File: config.mk
export PLATFORM = sky130hd
export DESIGN_NAME = perturb_engine
export DESIGN_NICKNAME = d
export VERILOG_FILES = /design/src/rtl/perturb_engine.sv
export SDC_FILE = /design/constraint.sdc
export NUM_CORES = 1
export LEC_CHECK = 0
export ABC_AREA = 1
export CAP_MARGIN = 10
export CORE_MARGIN = 1
export CORE_UTILIZATION = 40
export DETAILED_ROUTE_END_ITERATION = 7
export DONT_BUFFER_PORTS = 1
export GPL_TIMING_DRIVEN = 0
export HOLD_SLACK_MARGIN = 0.03
export PLACE_DENSITY = 0.64
export SETUP_SLACK_MARGIN = 0.5
export SLEW_MARGIN = 20
export SYNTH_ARGS = -nofsm -noshare
export SYNTH_HDL_FRONTEND = slang
export SYNTH_SLANG_ARGS = --single-unit
File: constraint.sdc
create_clock -name clk -period 1.2 [get_ports clk]
set_input_delay 0.24 -clock clk [delete_from_list [all_inputs] [get_ports clk]]
set_output_delay 0.24 -clock clk [all_outputs]
set_load 0.03 [all_outputs]
File: src/rtl/perturb_engine.sv
// Mutation stage of the GA datapath: flips at most one pseudo-random bit per
// 8-bit trait of the crossover gene, driven by a free-running 32-bit LFSR.
module perturb_engine #(
  parameter int          GENE_W    = 32,
  parameter int          TRAIT_W   = 8,
  parameter logic [31:0] LFSR_SEED = 32'h0000_0001,
  parameter int          MUT_RATE  = 4
) (
  input  logic              clk,
  input  logic              rst,
  input  logic [GENE_W-1:0] crossover_gene,
  output logic [GENE_W-1:0] child_gene
);

  localparam int          N_TRAITS = GENE_W / TRAIT_W;
  // A zero seed would lock the LFSR at zero forever, so it is replaced by 1.
  localparam logic [31:0] SEED     = (LFSR_SEED == 32'h0) ? 32'h1 : LFSR_SEED;
  localparam logic [5:0]  RATE     = 6'(MUT_RATE);

  logic [31:0]       lfsr_q, lfsr_d;
  logic [GENE_W-1:0] child_q, child_d;
  logic [7:0]        r_byte;
  logic [TRAIT_W-1:0] flip_mask;

  // NOTE: every signal written here gets a default first, so no path can
  // leave a value unassigned and infer a latch.
  always_comb begin
    lfsr_d    = {lfsr_q[30:0], lfsr_q[31] ^ lfsr_q[21] ^ lfsr_q[1] ^ lfsr_q[0]};
    child_d   = crossover_gene;
    r_byte    = 8'h00;
    flip_mask = '0;
    for (int i = 0; i < N_TRAITS; i++) begin
      r_byte    = lfsr_q[i*8 +: 8];
      flip_mask = ({1'b0, r_byte[7:3]} < RATE) ? (TRAIT_W'(1) << r_byte[2:0]) : '0;
      child_d[i*TRAIT_W +: TRAIT_W] = crossover_gene[i*TRAIT_W +: TRAIT_W] ^ flip_mask;
    end
  end

  // NOTE: state registers use non-blocking assignments so every register
  // samples pre-edge values regardless of process ordering.
  always_ff @(posedge clk or negedge rst) begin
    if (!rst) begin
      lfsr_q  <= SEED;
      child_q <= '0;
    end else begin
      lfsr_q  <= lfsr_d;
      child_q <= child_d;
    end
  end

  assign child_gene = child_q;

endmodule

==> results.md, run 1 <==
* XOR/XNOR share of the synthesized area at 0%
* Initial Util at around two fifths
* Final setup TNS at 0 ps
* Total Routing Usage GR at 15.4%
* FF+latch count, synth at 64
* DR vias at 2,073
* Setup violations, final at 0
* Core area at about 6400 µm²
* Part of the power in registers at 53.7%
* Per-cell routed wire length at 11.7 µm
* Largest net degree at the start of global routing at 65
* P_sw at 0.000988 W
* Buffers on Ports at 0
* Final non-filler cell total at 450
* DP Area at 2820 µm²
* Switching Fraction at 22.5%
* Asr flop ratio synth at 100%
* Relative slew slack at between 80% and 90%
* Height of the die at 83.5 µm
* Synth Area in Simple Gates at 32.4%
* I/O pin cnt at 66
* Routed WL at 5260 µm
* Cts hold-fix bufs at 32
* Cell variety after synth at 12
* DR vias/cell at 4.61
* Post-synth EDFFs at 0
* CTS root buf: clkbuf_8
* Combinational share of power at ~3.6%
* Share of cells above drive strength 1 at 42.9%
* Worst-margin pin slew at roughly 190 ps
* Commonest cells post-synth: 116 x nand2_1, 63 x dfrtp_1, 37 x nor2_1, 31 x inv_1, 20 x nand3b_1
* Primary FF master, synth: dfrtp_1
* Mapped Nets at 334
* Clock transition at path regs at 70 ps
* Compound-Gate Fraction of Synth Area at 0.754%
* Register-to-Register Path Depth at 7
* Grt ovf at 0
* Initial DRC Count at 57
* Initial antenna violation count at 0
* Die area at 6970 µm²
* Area share of the largest cell type after synthesis at 59.4%
* # rows at 29
* WS Path Type: reg -> reg
* H-tree levels at 3
* Hold Fails Final Rpt at 64
* Critical path startpoint: lfsr_q[31]$_DFF_PN0_
* Final Skew at 7.63 ps
* # clock sinks at 64
* Synth area leader: dfrtp_1
* Pins Over Slew Limit at 0
* Status: complete, but fails checks
* Reg2reg end: child_gene[29]$_DFF_PN0_
* Fin area at 3740 µm²
* Synth Area in Adders at 0%
* Max-cap violations at 0
* Die X-Extent at 83.5 µm
* Failing checks: hold timing
* Final ANT Viol Nets at 0
* Most numerous cell in the Yosys netlist: nand2_1
* Post-Syn Area per Cell at 8.85 µm²
* Net count reported at finish at roughly 400
* Hold Crit Class: in -> async
* HPWL Detailed at a little over 3000 µm
* FILL cells at between 500 and 600
* CTS Buf Count at 9
* Reg-to-Reg Start: lfsr_q[31]$_DFF_PN0_
* GPL Wtd Cong at approximately 0.80
* Clock Power Share at 42.7%
* Clk Latency, worst-skew pair at about 330 ps
* Max clock buf depth at 2
* DRT Pass-1 Iters at 4
* Ant diodes at 0
* Final hold slack at -408 ps
* Final period util at 92.9%
* Minimum clock period at 1120 ps
* RSZ-0062 raised after global routing: yes
* First-pass GRT wire length at 8320 µm
* CTS tree: done
* Startpoint Class: flop
* Vias in the first global route at 1,901
* R2R setup slack at 80 ps
* Worst setup EP type: flop
* Placed cell count at between 300 and 400
* Arr. time, crit path at 1340 ps
* Area Overhead vs Synth at 41.0%
* Syn Std Cell Area at around 2700 µm²
* Seq/Total Area, Yosys at 60.4%
* Leak Pwr at 1.79 nW
* Power, Total at 0.00439 W
* Required time worst endpoint at 1430 ps
* DRC viols at 0
* Cells after Synth at 300
* Maximum VDD drop at between 600 and 700 µV
* Largest family of logic cells by synthesized area: simple AND/OR/NAND/NOR gates
* Multiplexer share of the synthesized area at 0%
* Max Fclk at 897 MHz
* Crit path max fanout at 6
* Synth area leaders: dfrtp_1 59%, nand2_1 16%, nand3b_1 5.7%
* Cell Int Power at 0.00340 W
* Synth warnings at 0
* Pwr per Cell Area at between 1000 and 1500 nW/µm²
## worst max-delay path by stage
| stage | depth (start not counted) | slack (ps) | end |
|---|---|---|---|
| floorplan | 7 | 220 | child_gene[29]$_DFF_PN0_ |
| global placement | 7 | 120 | child_gene[13]$_DFF_PN0_ |
| detailed placement | 7 | 110 | child_gene[12]$_DFF_PN0_ |
| CTS | 0 | 130 | child_gene[20] |
| global route | 7 | 50 | child_gene[29]$_DFF_PN0_ |
| finish | 7 | 80 | child_gene[29]$_DFF_PN0_ |
## metrics by stage
| step | util, % | setup slack (ps) |
|---|---|---|
| after detailed placement | 44.2 | 108 |
| after floorplan | - | 219 |
| after global routing | 58.6 | 47.8 |
| after CTS | 55.8 | 128 |
| after global placement | 44.2 | 119 |
| final | 58.6 | 85.0 |
## cells in the final DEF, fill, tap and decap left out
master,Yosys,layout
nor2_2,0,21
nor2_1,37,15
nand3_4,0,1
nand3_2,0,6
dfrtp_2,0,40
nand2_2,4,30
clkbuf_1,0,2
buf_4,0,13
clkinv_2,0,2
nor2_4,4,5
buf_6,4,16
dfrtp_1,63,23
o21ai_1,0,4
dfstp_2,1,1
inv_1,31,24
nand3b_1,20,20
clkbuf_8,0,11
nand3_1,13,6
nand2_1,116,87
nand2_4,0,3
dlygate4sd3_1,0,32
bufinv_16,0,1
inv_2,3,10
## logic make-up after synthesis
family	Yosys count
buffers and inverters	38
AND/OR/NAND/NOR	194
flip-flops	64
AO/OA/AOI/OAI	4
## cell type report
type | instances | area, µm² | area share [%]
clock buffer | 13 | 159 | 4.24
sequential | 64 | 1650 | 44.2
tap | 77 | 96.3 | 2.57
inverter | 34 | 128 | 3.41
buffer | 4 | 45.0 | 1.20
timing repair buffer | 57 | 553 | 14.8
multi-input combinational | 198 | 1070 | 28.6
clock inverter | 3 | 40.0 | 1.07
## routing by layer
| metal | up-vias | part of all wire [%] | global-route usage, % |
|---|---|---|---|
| li1 | 1051 | - | - |
| met1 | 971 | 45 | 18.9 |
| met2 | 41 | 48 | 24.4 |
| met3 | 10 | 3.7 | 3.86 |
| met4 | 0 | 2.3 | 9.24 |
| met5 | - | 0 | 0 |
## sequential cells by signal (all words and copies together) (netlist names)
signal,flops
child_gene,32
lfsr_q,32
## worst max-delay path: stages (launching register included)
cell and delay, ps:
dfrtp_1 410, inv_2 70, nand2_2 60, nor2_4 160, buf_6 150, nand2_2 40, nand2_1 60, nand2_1 50
## power by group through the flow
stage | Sequential, W | Combinational (W) | Clock, W
2_1_floorplan | 0.00239 | 0.0000623 | 0
3_3_place_gp | 0.00240 | 0.0000672 | 0
3_5_place_dp | 0.00240 | 0.0000695 | 0
4_1_cts | 0.00236 | 0.000156 | 0.00191
5_1_grt | 0.00236 | 0.000172 | 0.00201
6_report | 0.00236 | 0.000157 | 0.00187
## repair_timing
action / 4_1_cts / 5_1_grt
setup buffers: 13 / 8
pin swaps: 18 / 34
cloned: 4 / 0
endpoints found under the setup margin: 65 / 65
resized for setup: 37 / 47
hold endpoints to repair: 96 / 64
Power figures use the tool's default switching activity.
==> run 2, diff against run 1 <==
CAP_MARGIN = not set   (was 10)
==> results of run 2 <==
The final DEF is identical to that of run 1; final timing and power are the same.
==> run 3, diff against run 2 <==
SLEW_MARGIN = 40   (was 20)
==> results of run 3 <==
The final DEF is identical to that of run 1; final timing and power are the same.
